`src/rtl/data_memory_bx_pkg.sv`:
```
// Shared access-size codes and clear-FSM state encoding for the data memory.
// The size codes are also used by the control decoder.
package data_memory_bx_pkg;
  localparam logic [1:0] SZ_BYTE = 2'b00;
  localparam logic [1:0] SZ_HALF = 2'b01;
  localparam logic [1:0] SZ_WORD = 2'b10;

  typedef enum logic {
    ST_IDLE  = 1'b0,
    ST_SWEEP = 1'b1
  } state_t;
endpackage

```
`src/rtl/mem_lane_align.sv`:
```
// Lane steering for sub-word accesses: store merge, load extract/extend, misalign flag.
// Purely combinational; no backpressure.
module mem_lane_align
  import data_memory_bx_pkg::*;
(
  input  logic [1:0]  i_size,
  input  logic [1:0]  i_lane,
  input  logic        i_uns,
  input  logic [31:0] i_datain,
  input  logic [31:0] i_rd_word,
  output logic [31:0] o_wr_word,
  output logic [31:0] o_ld_data,
  output logic        o_misalign
);
  logic [3:0]  w_be;
  logic [31:0] w_wdat;
  logic [7:0]  w_byte;
  logic [15:0] w_half;

  // Store data is replicated across lanes so the byte enables alone pick the target.
  always_comb begin
    w_be       = 4'b1111;
    w_wdat     = i_datain;
    o_misalign = 1'b0;
    case (i_size)
      SZ_BYTE: begin
        w_be   = 4'b0001 << i_lane;
        w_wdat = {4{i_datain[7:0]}};
      end
      SZ_HALF: begin
        w_be       = i_lane[1] ? 4'b1100 : 4'b0011;
        w_wdat     = {2{i_datain[15:0]}};
        o_misalign = i_lane[0];
      end
      default: o_misalign = (i_lane != 2'b00);
    endcase
  end

  always_comb begin
    o_wr_word = i_rd_word;
    for (int b = 0; b < 4; b++) begin
      if (w_be[b]) o_wr_word[8*b +: 8] = w_wdat[8*b +: 8];
    end
  end

  always_comb begin
    w_byte = i_rd_word[{i_lane, 3'b000} +: 8];
    w_half = i_lane[1] ? i_rd_word[31:16] : i_rd_word[15:0];
    case (i_size)
      SZ_BYTE: o_ld_data = {{24{~i_uns & w_byte[7]}}, w_byte};
      SZ_HALF: o_ld_data = {{16{~i_uns & w_half[15]}}, w_half};
      default: o_ld_data = i_rd_word;
    endcase
  end
endmodule

```
`src/rtl/data_memory_bx.sv`:
```
// Byte/half/word data memory with combinational reads, falling-edge writes and a zeroing sweep.
// Stores are silently dropped while busy; the CPU must honour busy.
module data_memory_bx
  import data_memory_bx_pkg::*;
#(
  parameter int ADDR_W     = 12,
  parameter int WORDS_LOG2 = 6
) (
  input  logic              clk,
  input  logic              clr,
  input  logic              sclr,
  input  logic [ADDR_W-1:0] address,
  input  logic [31:0]       datain,
  input  logic              str,
  input  logic              ld,
  input  logic [1:0]        size,
  input  logic              uns,
  input  logic [ADDR_W-1:0] r_address,
  output logic [31:0]       dataout,
  output logic [31:0]       r_dataout,
  output logic              busy,
  output logic              misalign
);
  localparam int DEPTH = 2 ** WORDS_LOG2;

  logic [31:0]           r_mem [DEPTH];
  state_t                r_state;
  state_t                w_state_nxt;
  logic [WORDS_LOG2-1:0] r_cnt;
  logic [WORDS_LOG2-1:0] w_cnt_nxt;
  logic [WORDS_LOG2-1:0] w_idx;
  logic [WORDS_LOG2-1:0] w_ridx;
  logic [31:0]           w_wr_word;
  logic [31:0]           w_ld_data;
  logic                  w_unused_addr;

  assign w_idx  = address[WORDS_LOG2+1:2];
  assign w_ridx = r_address[WORDS_LOG2+1:2];
  assign w_unused_addr = ^{address[ADDR_W-1:WORDS_LOG2+2],
                           r_address[ADDR_W-1:WORDS_LOG2+2], r_address[1:0]};

  mem_lane_align u_align (
    .i_size     (size),
    .i_lane     (address[1:0]),
    .i_uns      (uns),
    .i_datain   (datain),
    .i_rd_word  (r_mem[w_idx]),
    .o_wr_word  (w_wr_word),
    .o_ld_data  (w_ld_data),
    .o_misalign (misalign)
  );

  always_ff @(negedge clk or posedge clr) begin
    if (clr) begin
      r_state <= ST_SWEEP;
      r_cnt   <= '0;
    end else begin
      r_state <= w_state_nxt;
      r_cnt   <= w_cnt_nxt;
    end
  end

  // A soft clear in either state (re)starts the sweep from word 0.
  always_comb begin
    w_state_nxt = r_state;
    w_cnt_nxt   = r_cnt;
    case (r_state)
      ST_IDLE: begin
        if (sclr) begin
          w_state_nxt = ST_SWEEP;
          w_cnt_nxt   = '0;
        end
      end
      default: begin
        if (sclr) begin
          w_cnt_nxt = '0;
        end else if (r_cnt == '1) begin
          w_state_nxt = ST_IDLE;
          w_cnt_nxt   = '0;
        end else begin
          w_cnt_nxt = r_cnt + 1'b1;
        end
      end
    endcase
  end

  always_ff @(negedge clk) begin
    if (busy) begin
      r_mem[r_cnt] <= '0;
    end else if (str && !misalign) begin
      r_mem[w_idx] <= w_wr_word;
    end
  end

  assign busy      = (r_state == ST_SWEEP);
  assign dataout   = (ld && !busy && !misalign) ? w_ld_data : 32'h0;
  assign r_dataout = busy ? 32'h0 : r_mem[w_ridx];
endmodule

```
`config.mk`:
```
export PLATFORM = sky130hd
export DESIGN_NAME = data_memory_bx
export DESIGN_NICKNAME = d
export VERILOG_FILES = /design/src/rtl/data_memory_bx_pkg.sv /design/src/rtl/mem_lane_align.sv /design/src/rtl/data_memory_bx.sv
export SDC_FILE = /design/constraint.sdc
export NUM_CORES = 2
export LEC_CHECK = 0
export BUFFER_PORTS_ARGS = -buffer_cell sky130_fd_sc_hd__buf_2
export CAP_MARGIN = 5
export CORE_MARGIN = 4
export CORE_UTILIZATION = 40
export DETAILED_ROUTE_END_ITERATION = 12
export HOLD_SLACK_MARGIN = 0.1
export SLEW_MARGIN = 20
export SYNTH_ARGS = -nofsm -noshare
export SYNTH_HDL_FRONTEND = slang
export SYNTH_SLANG_ARGS = --single-unit
export TNS_END_PERCENT = 50
```
`constraint.sdc`:
```
create_clock -name clk -period 5.5 [get_ports clk]
set_input_delay 0.275 -clock clk [delete_from_list [all_inputs] [get_ports clk]]
set_output_delay 0.275 -clock clk [all_outputs]
set_load 0.01 [all_outputs]
```
After elaboration in Yosys (flattened, before gate mapping). Memory sizes are Yosys's and may differ from the RTL's. Index checks and enable logic that the tools add are counted.

Memories: 1. Input port bits: 64. Bits in writable memories: 2048. Register bits: 7.

Memory list: r_mem (words 64, bits a word 32, rd ports 2, clocked after Yosys merged registers in 0, write ports 1, line data_memory_bx.sv:26) `logic [31:0] r_mem [DEPTH];`.

Muxes and demuxes: 28. Shift operators: 2. $add $sub $neg: 1. Equal/unequal tests: 2. Reductions and logical operators: 9. Bitwise logic cells: 3.

Operator list (number): one-hot mux 32 bit (2 select lines) (2); 2-to-1 mux 32 bit (3); 2-to-1 mux 8 bit (4); OR reduction 32 bit (1); variable part select 32 x 6 -> 8 bit (1); 2-to-1 mux 6 bit (5); 2-to-1 mux 16 bit (1); 2-to-1 mux 1 bit (10); one-hot mux 4 bit (2 select lines) (1); adder 6 x 1 -> 6 bit (second input constant) (1); equality test 6 bit (second input constant) (1); 2-to-1 mux 4 bit (1); nonzero test 2 bit (2); << shifter 1 x 2 -> 4 bit (first input constant) (1); logical AND 1 bit (3); bitwise AND 1 bit (2); equality test 2 x 1 -> 1 bit (second input constant) (1); logical NOT 1 bit (2); logical NOT 2 bit (1); one-hot mux 1 bit (2 select lines) (1); inverter 1 bit (1).

Logic depth before layout (Yosys ltp).
Word-level depth: 9. Gate-level depth with buffers: 14. Mapped depth without buffers: 8.

Cells and area by module. Synthesis repeated with hierarchy kept, for this count alone.

Cells, all modules: 4686. Area, all modules: 97031.8 um^2.

Modules (own cells, without submodules): data_memory_bx (cells each 4481, area each 95500.3 um^2, times used 1, sequential area each 61675.4 um^2); mem_lane_align (cells each 205, area each 1531.5 um^2, times used 1, sequential area each 0.0 um^2).

==> results.sh <==
export IMPL_grt_ovfl_total=0
export IMPL_synth_compound_area_share=0.0149
export IMPL_dr_pass1_iters=6
export IMPL_n_fill_cell=19313
export IMPL_cts_sinks=2055
export IMPL_leakage_nw=52.7
export IMPL_skew_ns=0.0958
export IMPL_portBuffers=119
export IMPL_post_place_cells=8006
export IMPL_critPathArrivalTime_ns=6.42
export IMPL_place_area_um2=109000
export IMPL_max_slew_margin=0.270
export IMPL_dieWidth_um=498
export IMPL_worst_hold_path_type="reg -> reg"
export IMPL_netlist_instances=4332
export IMPL_antenna_left=0
export IMPL_drt_iter0_drc=8239
export IMPL_crit_top_cell="nand4_1"
export IMPL_synthToLayoutAreaGrowth_pct=31.3
export IMPL_rsz0062_at_grt="true"
export IMPL_postRouteWirelength_um=350000
export IMPL_die_h_um=498
export IMPL_grt_pass1_vias=68275
export IMPL_seq_area_frac_synth=0.643
export IMPL_synth_xor_area_frac=0.000183
export IMPL_synthFlopType="edfxtp_1"
export IMPL_dr_total_vias=63164
export IMPL_whs_ns=0.615
export IMPL_final_cell_area_um2=126000
export IMPL_antenna_found_initial=17
export IMPL_holdBufCountCts=0
export IMPL_ys_ff_latch=2055
export IMPL_start_kind="flop"
export IMPL_worst_slew_pin_slew_ns=1.09
export IMPL_cts_root_buf="clkbuf_16"
export IMPL_drv_cap=0
export IMPL_die_area_um2=248000
export IMPL_grt_max_degree=71
export IMPL_async_reset_ff_frac=0.00341
export IMPL_synth_mux_area_frac=0.310
export IMPL_setup_viol=64
export IMPL_synth_fp_nets=4397
export IMPL_avgSynthCellArea_um2=22.2
export IMPL_drive_above_1_share=0.380
export IMPL_cpPeakStageDelay_ns=0.51
export IMPL_fin_tns_setup_ns=-54.77
export IMPL_status="finished, violations left"
export IMPL_drv_slew=0
export IMPL_required_ns=5.22
export IMPL_core_um2=238000
export IMPL_syn_cell_area_um2=96000
export IMPL_synth_simple_area_share=0.0153
export IMPL_p_per_area_nw_per_um2=328
export IMPL_synth_edf_count=2048
export IMPL_synth_yosys_warnings=0
export IMPL_hold_viol=0
export IMPL_routedWlPerCell_um=33.4
export IMPL_cts_buffers=219
export IMPL_crit_type="reg -> out"
export IMPL_gp_congestion=0.967
export IMPL_clock_latency_ns=0.86
export IMPL_rows=179
export IMPL_violations="setup timing"
export IMPL_synth_fa_ha_area_frac=0.000130
export IMPL_clkTransAtPathRegs_ns=0.05
export IMPL_yosys_cell_types_count=51
export IMPL_ir_drop_uv=329
export IMPL_cts_tree="yes"
export IMPL_crit_fanout=5
export IMPL_cts_buffer_depth=3
export IMPL_start_util=0.403
export IMPL_hpwl_um=224000
export IMPL_grt_usage=0.280
export IMPL_num_nets_final=7193
export IMPL_synth_top_family_by_area="multiplexers"
export IMPL_grt_first_pass_wirelength_um=485000
export IMPL_layout_setup_ws_ns=-1.19
export IMPL_cts_max_level=4
export IMPL_crit_chain="mux4_2 > mux2_4 > nand2_1 > nand4_1 > buf_4 > nand4_1 > a21oi_2 > o21bai_4 > buf_12 > clkbuf_16 > nand2_4 > buf_6"
export IMPL_vias_per_cell=6.02
export IMPL_slowest_stage="mux4_2"
export IMPL_drcViolationCount=0
export IMPL_fin_cells=10489
export IMPL_critPathCaptureType="output port"
export IMPL_design_portCount=130
[metrics by stage]
| stage | power, mW | worst slack [ns] | utilization |
|---|---|---|---|
| 2_1_floorplan | 21.1 | -0.278 | - |
| 3_3_place_gp | 22.1 | -0.943 | 0.459 |
| 3_5_place_dp | 22.1 | -0.993 | 0.459 |
| 4_1_cts | 41.7 | -1.16 | 0.526 |
| 5_1_grt | 43.8 | -1.26 | 0.529 |
| 6_report | 41.3 | -1.19 | 0.529 |
[cells in the final DEF, fill, tap and decap left out, types with 6 or more instances in the layout]
cell type / n
o21ai_4: 12
inv_4: 18
nand2_1: 78
mux2_2: 17
buf_6: 48
o21ai_2: 18
a21oi_2: 10
nor2_1: 49
mux4_2: 1275
nand2b_1: 7
or3_1: 9
a21oi_1: 29
nand2_4: 8
inv_16: 6
a211oi_1: 13
inv_6: 6
buf_4: 429
nor2b_4: 18
nor2_4: 73
a211oi_4: 23
clkbuf_16: 229
dfrtn_1: 6
bufinv_16: 35
a21oi_4: 10
a211oi_2: 20
buf_12: 300
edfxtp_1: 2048
a22oi_2: 10
nand3_1: 17
buf_2: 76
clkinv_4: 8
nor2b_1: 30
buf_8: 7
clkinvlp_2: 69
diode_2: 12
buf_16: 7
inv_1: 2090
mux2i_1: 82
o21ai_0: 6
a22oi_1: 26
[registers in the layout, indices dropped and copies added (netlist names)]
| name | flops |
|---|---|
| busy | 1 |
| r_mem | 2048 |
| r_cnt | 6 |
[Yosys cell counts, types with 12 or more instances]
library cell / number / area share
a221oi_1: 12 / 0.0011
mux4_2: 1275 / 0.30
edfxtp_1: 2048 / 0.64
a211oi_1: 56 / 0.0044
o21ai_0: 22 / 0.0011
buf_2: 70 / 0.0037
o21ai_1: 14 / 0.00073
nand2_1: 89 / 0.0035
mux2_2: 19 / 0.0022
a22oi_1: 36 / 0.0028
buf_4: 23 / 0.0018
mux2i_1: 86 / 0.0090
a21oi_1: 49 / 0.0026
nor2_1: 125 / 0.0049
nor2b_1: 48 / 0.0031
nand3_1: 21 / 0.0011
clkbuf_1: 157 / 0.0061
buf_1: 88 / 0.0034
[worst paths after layout]
kind	startpoint	to	slack, ns	depth (start not counted)
worst min register to register	r_cnt[5]	r_cnt[5]	0.62	1
max in group asynchronous	clr	busy	3.07	2
worst min-delay path	r_cnt[5]	r_cnt[5]	0.62	1
min in group asynchronous	clr	r_cnt[2]	2.08	2
worst max-delay path	r_mem[19][15]	dataout[30]	-1.19	12
worst max register to register	r_mem[8][10]	r_mem[54][10]	2.49	7
[worst max-delay path, delay by kind of cell (launching register included)]
kind	cells	cell delay, ns
DFF	1	0.40
AOI/OAI and AO/OA	2	0.32
and+or+nand+nor	4	0.55
buffers and inverters	4	0.74
muxes	2	0.80
[final cells by class]
class | count | area [µm²] | area share
Antenna cell | 12 | 30.0 | 0.000238
Tap cell | 3167 | 3960 | 0.0314
Inverter | 8 | 40.0 | 0.000318
Clock inverter | 2228 | 9600 | 0.0762
Multi-Input combinational cell | 1921 | 34600 | 0.274
Clock buffer | 224 | 5610 | 0.0445
Sequential cell | 2055 | 61700 | 0.489
Timing Repair Buffer | 874 | 10600 | 0.0841
[cell families (layout without fill, tap and decap cells)]
kind of cell / Yosys count / after routing
flops: 2055 / 2055
mux: 1380 / 1380
buf+inv: 357 / 3334
simple gates: 324 / 325
compound gates: 213 / 213
xor+xnor: 2 / 2
fa+ha+maj: 1 / 1
other cells: 0 / 12
[report_power, final]
group	switching [mW]	internal [mW]
Sequential	0.0365	17.2
Combinational	1.44	1.16
Clock	10.5	11.1
Total	11.9	29.4
[layer usage]
| metal | up-vias | share of wire | track usage |
|---|---|---|---|
| li1 | 24992 | - | - |
| met1 | 33378 | 0.35 | 0.333 |
| met2 | 4004 | 0.49 | 0.442 |
| met3 | 784 | 0.092 | 0.0796 |
| met4 | 6 | 0.064 | 0.195 |
| met5 | - | 0.000097 | 0 |
[timing repair]
item                                   CTS  global route
gates resized for setup                134            95
cloned                                   0             5
pin swaps                               47            28
buffers inserted                        19             9
endpoints found under the hold margin    0             0
setup endpoints to repair               64           414
No activity file was read; power rests on OpenSTA's default activity.
